===== src/rtl/ahb_bus_arbiter_pkg.sv =====
// Shared AHB-Lite transfer/burst encodings and burst-length helper used by the bus fabric.
package AHP_MASTER_PKG;

  typedef enum logic [1:0] {
    IDLE   = 2'b00,
    BUSY   = 2'b01,
    NONSEQ = 2'b10,
    SEQ    = 2'b11
  } HTRANS_t;

  typedef enum logic [2:0] {
    SINGLE = 3'b000,
    INCR   = 3'b001,
    WRAP4  = 3'b010,
    INCR4  = 3'b011,
    WRAP8  = 3'b100,
    INCR8  = 3'b101,
    WRAP16 = 3'b110,
    INCR16 = 3'b111
  } HBURST_t;

  localparam int unsigned BEATS_W = 5;

  // Address beats still to issue after the NONSEQ beat of a burst.
  function automatic logic [BEATS_W-1:0] burst_beats(input HBURST_t b);
    logic [BEATS_W-1:0] n;
    case (b)
      WRAP4,  INCR4:  n = 5'd3;
      WRAP8,  INCR8:  n = 5'd7;
      WRAP16, INCR16: n = 5'd15;
      default:        n = '0;
    endcase
    return n;
  endfunction

endpackage


===== src/rtl/ahb_bus_arbiter_picker.sv =====
// Round-robin picker: first requester found searching upward from last+1, wrapping modulo N_MST.
module ahb_rr_picker #(
  parameter int unsigned N_MST = 2,
  parameter int unsigned MW    = (N_MST > 1) ? $clog2(N_MST) : 1
) (
  input  logic [N_MST-1:0] req,
  input  logic [MW-1:0]    last,
  output logic [N_MST-1:0] gnt,
  output logic [MW-1:0]    idx,
  output logic             any
);

  int unsigned cand;

  // Walk from the farthest slot to the nearest so the nearest requester is written last.
  always_comb begin
    idx  = '0;
    any  = 1'b0;
    cand = 0;
    for (int unsigned off = N_MST; off > 0; off--) begin
      cand = (32'(last) + off) % N_MST;
      if (req[cand]) begin
        idx = cand[MW-1:0];
        any = 1'b1;
      end
    end
    gnt      = '0;
    gnt[idx] = any;
  end

endmodule


===== src/rtl/ahb_bus_arbiter.sv =====
// AHB-Lite multi-master arbiter: round-robin grant at legal boundaries, keeping fixed bursts,
// locked sequences and undefined-length INCR bursts intact; tracks address- and data-phase owners.
module ahb_bus_arbiter
  import AHP_MASTER_PKG::*;
#(
  parameter int unsigned N_MST = 2,
  parameter int unsigned MW    = (N_MST > 1) ? $clog2(N_MST) : 1
) (
  input  logic             HCLK,
  input  logic             HRESETn,
  input  logic [N_MST-1:0] HBUSREQ,
  input  logic [N_MST-1:0] HLOCK,
  input  logic [1:0]       HTRANS,
  input  logic [2:0]       HBURST,
  input  logic             HREADY,
  output logic [N_MST-1:0] HGRANT,
  output logic [MW-1:0]    HMASTER,
  output logic [MW-1:0]    HMASTER_D,
  output logic             HMASTLOCK
);

  logic [N_MST-1:0]   grant_q,    grant_d;
  logic [MW-1:0]      master_q,   master_d;
  logic [MW-1:0]      master_dp_q, master_dp_d;
  logic               mastlock_q, mastlock_d;
  logic [BEATS_W-1:0] beats_q,    beats_d;
  logic [MW-1:0]      rr_last_q,  rr_last_d;

  logic [N_MST-1:0]   pick_gnt;
  logic [MW-1:0]      pick_idx;
  logic               pick_any;
  logic [MW-1:0]      gidx;
  logic               lock_hold, incr_hold, rearb;
  HTRANS_t            trans;
  HBURST_t            burst;

  ahb_rr_picker #(
    .N_MST (N_MST),
    .MW    (MW)
  ) u_picker (
    .req  (HBUSREQ),
    .last (rr_last_q),
    .gnt  (pick_gnt),
    .idx  (pick_idx),
    .any  (pick_any)
  );

  always_comb begin
    trans = HTRANS_t'(HTRANS);
    burst = HBURST_t'(HBURST);

    gidx = '0;
    for (int unsigned i = 0; i < N_MST; i++) begin
      if (grant_q[i]) gidx = i[MW-1:0];
    end

    beats_d = beats_q;
    if (HREADY) begin
      unique case (trans)
        NONSEQ: beats_d = burst_beats(burst);
        SEQ:    beats_d = (beats_q == '0) ? '0 : beats_q - 1'b1;
        IDLE:   beats_d = '0;
        BUSY:   beats_d = beats_q;
      endcase
    end

    // Owner here is the current address-phase master, judged on its own sampled signals.
    lock_hold = mastlock_q && HLOCK[master_q];
    incr_hold = (burst == INCR) && (trans != IDLE) && HBUSREQ[master_q];
    rearb     = HREADY && (beats_d == '0) && !lock_hold && !incr_hold;

    master_d    = master_q;
    master_dp_d = master_dp_q;
    mastlock_d  = mastlock_q;
    if (HREADY) begin
      master_d    = gidx;
      mastlock_d  = HLOCK[gidx];
      master_dp_d = master_q;
    end

    grant_d   = grant_q;
    rr_last_d = rr_last_q;
    if (rearb) begin
      if (pick_any) begin
        grant_d   = pick_gnt;
        rr_last_d = pick_idx;
      end else begin
        grant_d    = '0;
        grant_d[0] = 1'b1;
      end
    end
  end

  always_ff @(posedge HCLK or negedge HRESETn) begin
    if (!HRESETn) begin
      grant_q     <= N_MST'(1);
      master_q    <= '0;
      master_dp_q <= '0;
      mastlock_q  <= 1'b0;
      beats_q     <= '0;
      rr_last_q   <= MW'(N_MST - 1);
    end else begin
      grant_q     <= grant_d;
      master_q    <= master_d;
      master_dp_q <= master_dp_d;
      mastlock_q  <= mastlock_d;
      beats_q     <= beats_d;
      rr_last_q   <= rr_last_d;
    end
  end

  assign HGRANT    = grant_q;
  assign HMASTER   = master_q;
  assign HMASTER_D = master_dp_q;
  assign HMASTLOCK = mastlock_q;

endmodule


===== config.mk =====
export PLATFORM = sky130hd
export DESIGN_NAME = ahb_bus_arbiter
export DESIGN_NICKNAME = d
export VERILOG_FILES = /design/src/rtl/ahb_bus_arbiter_pkg.sv /design/src/rtl/ahb_bus_arbiter_picker.sv /design/src/rtl/ahb_bus_arbiter.sv
export SDC_FILE = /design/constraint.sdc
export NUM_CORES = 1
export LEC_CHECK = 0
export CAP_MARGIN = 20
export CORE_MARGIN = 2
export CORE_UTILIZATION = 46
export CTS_CLUSTER_DIAMETER = 200
export CTS_CLUSTER_SIZE = 20
export DETAILED_ROUTE_END_ITERATION = 7
export GPL_ROUTABILITY_DRIVEN = 0
export PLACE_DENSITY = 0.76
export SYNTH_ARGS = -nofsm -noshare
export SYNTH_HDL_FRONTEND = slang
export SYNTH_HIERARCHICAL = 1
export SYNTH_SLANG_ARGS = --single-unit

===== constraint.sdc =====
create_clock -name HCLK -period 3.2 [get_ports HCLK]
set_input_delay 0.96 -clock HCLK [delete_from_list [all_inputs] [get_ports HCLK]]
set_output_delay 0.96 -clock HCLK [all_outputs]
set_load 0.005 [all_outputs]

== After elaboration in Yosys (flattened, before gate mapping) ==
Index checks and enable logic that the tools add are counted.
Word-level totals
  logic and storage cells: 65
  register bits after elaboration: 11
  output and inout bits: 5
  input port bits: 12
Cells by class
  add/sub/neg operators: 3
  $lt $le $gt $ge: 6
  bitwise logic cells: 1
  reduce and logical (&&, ||, !) cells: 17
  equality and inequality tests: 10
  multiplexer cells: 22
Operator list (count)
  one-hot mux 5 bit (4 select lines): 1
  two-way mux 1 bit: 16
  equality test 3 bit (second input constant): 4
  one-hot mux 4 bit (3 select lines): 1
  logical NOT 5 bit: 2
  < comparator 1 x 2 -> 1 bit (second input constant): 5
  two-way mux 5 bit: 2
  logical AND 1 bit: 7
  equality test 3 x 2 -> 1 bit (second input constant): 2
  OR reduction 2 bit: 3
  subtractor 5 x 1 -> 5 bit (second input constant): 1
  equality test 2 bit (second input constant): 2
  equality test 3 x 1 -> 1 bit (second input constant): 1
  adder 1 bit (second input constant): 2
  AND 2 bit: 1
  equality test 2 x 1 -> 1 bit (second input constant): 1
  logical NOT 1 bit: 2
  logical NOT 2 bit: 1
  two-way mux 2 bit: 1
  AND reduction 2 bit: 1
  nonzero test 2 bit: 1
  demux 1 bit (select 1 bit): 1
  greater-or-equal comparator 1 bit (second input constant): 1

== Depth between registers and ports, before layout ==
Gate-level depths: netlist of the first run.
  depth after elaboration: 11
  gate-level depth with buffers: 8

== By module ==
Netlist of the first run, hierarchy kept.
By module, submodules not included
  ahb_bus_arbiter: area an instance 630.6 µm², cells each 63, seq. area each 277.8 µm², instances 1
  ahb_rr_picker: area an instance 32.5 µm², cells each 5, seq. area each 0.0 µm², instances 1

== Least setup slack after synthesis of the first run ==
Ideal clock, no wire load.
  path type: input-to-reg
  start point: in HREADY
  end point: reg rr_last_q
  buffers on the path: 1
  stages: 7
  data arrival time: 2.558 ns
  slack: 0.557 ns
  path through: clkbuf_1 nor2b_1 mux2_1 a221o_1 nor3_2 and3_1 mux2_1
Between the ends
  longest elaborated chain between the ends: 6
Ends and longest elaborated chain
  from (decl): line ahb_bus_arbiter.sv:15  | input logic HREADY,
  two-way mux 5 bit: line ahb_bus_arbiter.sv:58  | if (HREADY) begin
  named net beats_d[3]: line ahb_bus_arbiter.sv:26  | logic [BEATS_W-1:0] beats_q, beats_d;
  logical NOT 5 bit: line ahb_bus_arbiter.sv:70  | rearb = HREADY && (beats_d == '0) && !lock_hold && !incr_hold;
  logical AND 1 bit (3 in series): line ahb_bus_arbiter.sv:70
  AND reduction 2 bit (no source line)
  to (signal assigned): line ahb_bus_arbiter.sv:101  | rr_last_q <= MW'(N_MST - 1);
  to (signal assigned): line ahb_bus_arbiter.sv:108  | rr_last_q <= rr_last_d;
  to (decl): line ahb_bus_arbiter.sv:27  | logic [MW-1:0] rr_last_q, rr_last_d;
The timed path passes the listed nets, and every way through them passes these cells.
A chain may end at the register's enable or synchronous reset.

== Final worst setup path of the first run ==
Ends and elaborated chain as after synthesis.

==> results of run 1 <==
==> logic make-up (layout without fill, tap and decap cells) <==
logic type               after synthesis  in the layout  synth area share
AND/OR/NAND/NOR                       21             21             0.187
AO/OA/AOI/OAI                         17             17             0.181
flip-flops                            11             11             0.419
buffers and inverters                 10             29            0.0623
multiplexers                           8              8             0.132
adder cells (fa/ha/maj)                1              1            0.0189
==> flip-flops by register name, indices dropped and copies added (netlist names) <==
register   count
rr_last_q      1
HMASTLOCK      1
HGRANT         2
HMASTER_D      1
HMASTER        1
beats_q        5
==> cell type report <==
class                      instances  area share
clock buffer                       4      0.0304
timing repair buffer              17       0.194
inverter                           8      0.0347
sequential                        11       0.321
tap                               15      0.0217
multi-input combinational         47       0.398
==> final timing paths <==
path	from	to	cells past startpoint
setup / recovery	HREADY	rr_last_q	7
hold / removal	HMASTER_D	HMASTER_D	1
setup reg to reg	beats_q[0]	rr_last_q	8
hold reg to reg	HMASTER_D	HMASTER_D	1
max in group asynchronous	HRESETn	rr_last_q	1
min in group asynchronous	HRESETn	beats_q[3]	1
==> per-layer routing <==
metal | up-vias | share of wire | track usage
met5 | - | 0 | 0
met4 | 0 | 0.0080 | 0.116
met3 | 2 | 0.063 | 0.0345
met2 | 20 | 0.45 | 0.275
met1 | 273 | 0.48 | 0.238
li1 | 291 | - | -
==> Yosys cell counts <==
cell	n	area share
a21boi_0	4	0.045
inv_2	1	0.0057
a221o_1	1	0.015
mux2_1	2	0.034
dfstp_2	2	0.079
nand3_1	1	0.0075
or2_1	1	0.0094
and3_1	2	0.019
nand4b_1	1	0.013
nor2_1	3	0.017
o221ai_1	2	0.026
o2111ai_1	1	0.013
buf_4	1	0.011
nor2b_1	1	0.0094
nand2_1	4	0.023
clkbuf_1	1	0.0057
nor3_2	1	0.015
mux2i_1	2	0.030
and2_1	1	0.0094
a31oi_1	1	0.0094
a21oi_1	3	0.023
or4b_1	1	0.015
nor4b_1	2	0.026
dfrtp_1	9	0.34
o21ai_0	2	0.015
ha_1	1	0.019
nor3_1	3	0.023
mux2_2	4	0.068
inv_1	7	0.040
a211o_1	2	0.026
o21ai_1	1	0.0075
==> metrics by stage <==
step,instances,power [mW]
2_1_floorplan,68,0.343
3_3_place_gp,98,0.434
3_5_place_dp,98,0.435
4_1_cts,102,0.533
5_1_grt,102,0.568
6_report,102,0.529
==> worst reg2reg max path, stage by stage (launching register included) <==
cell	delay, ns
dfrtp_1	0.42
inv_1	0.07
ha_1	0.19
or4b_1	0.48
and3_1	0.22
a221o_1	0.37
nor3_2	0.22
and3_1	0.19
mux2_1	0.31
==> placed cells by master, fill, tap and decap left out, types with 2 or more instances in the layout <==
cell             count
nor2_1               3
inv_1                7
mux2i_1              2
nor3_1               3
a21oi_1              3
o21ai_0              2
a21boi_0             4
clkdlybuf4s50_1     16
mux2_2               4
and3_1               2
clkbuf_4             3
nor4b_1              2
o221ai_1             2
mux2_1               2
dfstp_2              2
a211o_1              2
nand2_1              4
dfrtp_1              9
==> power by group through the flow <==
stage	clock, mW	combinational [mW]	sequential [mW]
6_report	0.0927	0.201	0.235
2_1_floorplan	0	0.116	0.227
4_1_cts	0.0962	0.203	0.234
3_5_place_dp	0	0.201	0.234
3_3_place_gp	0	0.200	0.234
5_1_grt	0.103	0.223	0.242
==> results.py, run 1 <==
metrics = {
    "outcome": {
        "status": "finished clean",
    },
    "worst_setup_path": {
        "crit_path_cell_trace": "clkdlybuf4s50_1 -> nor2b_1 -> mux2_1 -> a221o_1 -> nor3_2 -> and3_1 -> mux2_1",
        "regToRegSetupSlack_ns": 0.65,
        "crit_arrival_ns": 2.86,
        "endpoint_kind": "register",
        "crit_required_ns": 3.39,
        "crit_type": "input pin to register",
        "crit_slowest_cell": "clkdlybuf4s50_1",
        "crit_buf_inv": 1,
        "max_stage_delay_ns": 0.41,
        "crit_top_cell": "mux2_1",
        "critPathLaunchType": "input pin",
        "worstPathMaxFanout": 3,
        "cp_top_family": "multiplexers",
    },
    "global_routing": {
        "grt_pass1_wl_um": 2390,
        "antenna_found_initial": 0,
        "first_global_vias": 556,
        "gr-usage-all-layers": 0.182,
        "grt_overflow_total": 0,
        "grt_max_degree": 12,
    },
    "route": {
        "drc": 0,
        "drtIter0Drc": 12,
        "dr_total_vias": 586,
        "first_pass_iters": 4,
        "wire_per_inst_um": 13.4,
        "final_antenna_net_count": 0,
        "drt-vias-per-instance": 5.75,
        "wirelength_um": 1370,
    },
    "final_layout": {
        "layout-drive-gt1-share": 0.138,
        "diodes": 0,
        "fin_area_um2": 865,
        "syn_to_final_growth_pct": 30.4,
        "fillers": 105,
        "utilization": 0.656,
        "multiInputGateArea_um2": 344,
        "seq_area_um2": 278,
        "nets": 101,
    },
    "floorplan": {
        "die-area_mm2": 0.00176,
        "fp-row-count": 13,
        "die_y_um": 42.0,
        "initial_core_util": 0.503,
        "chipWidth_um": 42.0,
        "coreArea_mm2": 0.00132,
        "io_pins": 17,
    },
    "logic_synthesis": {
        "yosysSeqAreaShare": 0.419,
        "ys_ff_latch": 11,
        "ys_warn_count": 6,
        "synth.cell_area_um2": 663,
        "syn-num-nets": 81,
        "yosysUniqueCellTypes": 31,
        "netlist_instances": 68,
        "syn-mean-instance-area_um2": 9.75,
    },
    "clock_network": {
        "cts_setup_buffers": 0,
        "clock_sinks": 11,
        "clk_path_buf_depth": 2,
        "htreeDepth": 1,
        "cts_root_buf": "clkbuf_4",
        "numCtsBuffers": 3,
        "clk_latency_ns": 0.26,
        "cts_tree": "done",
        "cts_hold_buf": 0,
        "postCtsResizedCells": 0,
        "cts.clk_slew.worst_paths_ns": 0.07,
    },
    "sta": {
        "max_freq_mhz": 375,
        "clock_skew_ns": 0.00191,
        "finalHoldViolations": 0,
        "slew_viol_final": 0,
        "finalSetupViolations": 0,
        "slew-limit-headroom": 0.688,
        "rsz0062_at_grt": "no",
        "worst_slack_ns": 0.533,
        "tns_ns": 0,
        "finalCritPeriodShare": 0.833,
        "tightestPinTransition_ns": 0.466,
        "hold_slack_ns": 0.517,
        "finalCriticalPeriod_ns": 2.67,
    },
    "pwr": {
        "internal_power_uw": 367,
        "pwr-share-clk": 0.175,
        "switching_share": 0.305,
        "leakagePower_nw": 0.386,
        "power_density_mw_per_mm2": 611,
        "combPwrFrac": 0.381,
        "switchingPower_uw": 161,
        "sequentialPowerShare": 0.444,
        "peakVddDrop_v": 0.000396,
    },
    "placed_design": {
        "hpwl_um": 1040,
        "place_ws_ns": 0.248,
        "dpl_cell_area_um2": 838,
        "port_buffers": 16,
    },
    "flow_run": {
        "maxCapViolations": 0,
    },
    "min_path": {
        "hp-class": "register to register",
    },
}
Power figures use the tool's default switching activity.
==> run 2, diff against run 1 <==
==> constraint.sdc (replaced) <==
create_clock -name HCLK -period 2.55 [get_ports HCLK]
set_input_delay 0.765 -clock HCLK [delete_from_list [all_inputs] [get_ports HCLK]]
set_output_delay 0.765 -clock HCLK [all_outputs]
set_load 0.005 [all_outputs]
==> run 2 against run 1 <==
Against the previous run: die area stayed put; via count is 3.6% higher; register-to-register slack worse by 0.54 ns; sequential share of layout area shrank 2.0 points; sequential power rose by 24%; critical path type unchanged; clock power rose by 26%; wire length grew 13%; critical path depth is 1 higher; sequential cell count unchanged; core utilization is 4.5 points higher; highest routed layer unchanged; non-clock buffer count up 7; hold slack hardly changed.
==> results.py, run 2 (synthesis gave the netlist of run 1 again) <==
metrics = {
    "clock_network": {
        "clock_sinks": 11,
        "cts_tree": "done",
        "numCtsBuffers": 3,
        "cts.clk_slew.worst_paths_ns": 0.07,
        "cts_root_buf": "clkbuf_4",
        "clk_latency_ns": 0.26,
        "htreeDepth": 1,
        "clk_path_buf_depth": 2,
    },
    "final_layout": {
        "layout-drive-gt1-share": 0.223,
        "largest_reg_flops": 5,
        "layout_commonest_cell": "clkdlybuf4s50_1",
        "diodes": 0,
        "syn_to_final_growth_pct": 39.2,
        "layout_common_cells": "clkdlybuf4s50_1 (16), dfrtp_1 (9), buf_4 (8), inv_1 (7)",
        "utilization": 0.701,
        "nets": 108,
        "top_register": "beats_q",
    },
    "worst_setup_path": {
        "crit_type": "input pin to register",
        "crit_slowest_cell": "clkdlybuf4s50_1",
        "crit_path_cell_trace": "clkdlybuf4s50_1 -> buf_4 -> nand2_1 -> nor3_1 -> a211o_1 -> nor3_2 -> and3_1 -> mux2_1",
        "max_stage_delay_ns": 0.41,
        "startpoint": "HREADY",
        "crit_required_ns": 2.74,
        "endpoint_kind": "register",
        "worstPathMaxFanout": 8,
        "crit_arrival_ns": 2.66,
        "critPathLaunchType": "input pin",
        "timing.rr.start": "beats_q[1]",
    },
    "route": {
        "final_antenna_net_count": 0,
        "wire_per_inst_um": 14.1,
        "first_pass_iters": 4,
        "dr_total_vias": 607,
        "wirelength_um": 1540,
        "drt-vias-per-instance": 5.57,
        "drc": 0,
        "drtIter0Drc": 3,
    },
    "sta": {
        "finalCritPeriodShare": 0.967,
        "worst_slack_ns": 0.0842,
        "finalSetupViolations": 0,
        "clock_skew_ns": 0.00125,
        "max_freq_mhz": 406,
        "tightestPinTransition_ns": 0.497,
        "finalCriticalPeriod_ns": 2.47,
        "rsz0062_at_grt": "no",
        "slew-limit-headroom": 0.667,
        "finalHoldViolations": 0,
        "slew_viol_final": 0,
    },
    "outcome": {
        "status": "finished clean",
    },
    "min_path": {
        "hp-class": "register to register",
        "hold_start": "HMASTER_D",
    },
    "global_routing": {
        "grt_pass1_wl_um": 2620,
        "antenna_found_initial": 0,
        "first_global_vias": 618,
        "grt_max_degree": 12,
        "grt_overflow_total": 0,
        "gr-usage-all-layers": 0.196,
    },
    "placed_design": {
        "hpwl_um": 1180,
        "place_ws_ns": -0.230,
        "port_buffers": 16,
    },
    "floorplan": {
        "coreArea_mm2": 0.00132,
        "fp-row-count": 13,
        "initial_core_util": 0.503,
        "die-area_mm2": 0.00176,
        "chipWidth_um": 42.0,
        "die_y_um": 42.0,
        "io_pins": 17,
    },
    "flow_run": {
        "maxCapViolations": 0,
    },
    "pwr": {
        "power_uw": 696,
        "power_density_mw_per_mm2": 754,
        "peakVddDrop_v": 0.000460,
        "leakagePower_nw": 0.419,
    },
}
[run 2: path summary, 6_finish.rpt]
check / endpoint / slack, ns / cells after the start
max reg2reg: rr_last_q / 0.11 / 8
min reg2reg: HMASTER_D / 0.52 / 1
min: HMASTER_D / 0.52 / 1
max in group asynchronous: rr_last_q / 1.36 / 1
max: rr_last_q / 0.08 / 8
min in group asynchronous: HMASTER_D / 0.83 / 1
[run 2: critical path, delay by kind of cell]
kind                   cells  cell delay (ns)
AOI/OAI and AO/OA          1             0.32
buffers and inverters      2             0.58
muxes                      1             0.32
and+or+nand+nor            4             0.68
[run 2: report_power, final]
| part | switching, mW | leakage, nW | internal (mW) |
|---|---|---|---|
| Sequential | 0.0512 | 0.135 | 0.240 |
| Clock | 0.0565 | 0.0150 | 0.0604 |
| Combinational | 0.106 | 0.269 | 0.182 |
| Total | 0.214 | 0.419 | 0.483 |
[run 2: layout make-up]
class,count,area (um2)
Fill cell,102,394
Sequential cell,11,278
Multi-Input combinational cell,47,350
Tap cell,15,18.8
Inverter,8,30.0
Clock buffer,4,26.3
Timing Repair Buffer,24,220
[run 2: stage by stage]
step	hold slack, ns	cell area (um2)	cells	setup TNS (ns)
3_3_place_gp	0.496	883	104	-0.279
4_1_cts	0.520	910	108	0
2_1_floorplan	0.469	663	68	0
6_report	0.518	923	109	0
3_5_place_dp	0.500	883	104	-0.534
5_1_grt	0.543	923	109	0
[run 2: routing by layer]
layer  wire (um)  up-vias  global-route usage
li1            -      304                   -
met1         698      285               0.243
met2         746       16               0.331
met3          85        2              0.0388
met4          11        0              0.0774
met5           0        -                   0
[run 2: what timing repair did]
| item | CTS | global route |
|---|---|---|
| setup buffers | 0 | 1 |
| hold buffers | 0 | 0 |
| resized for setup | 0 | 2 |
| endpoints found under the setup margin | 0 | 2 |
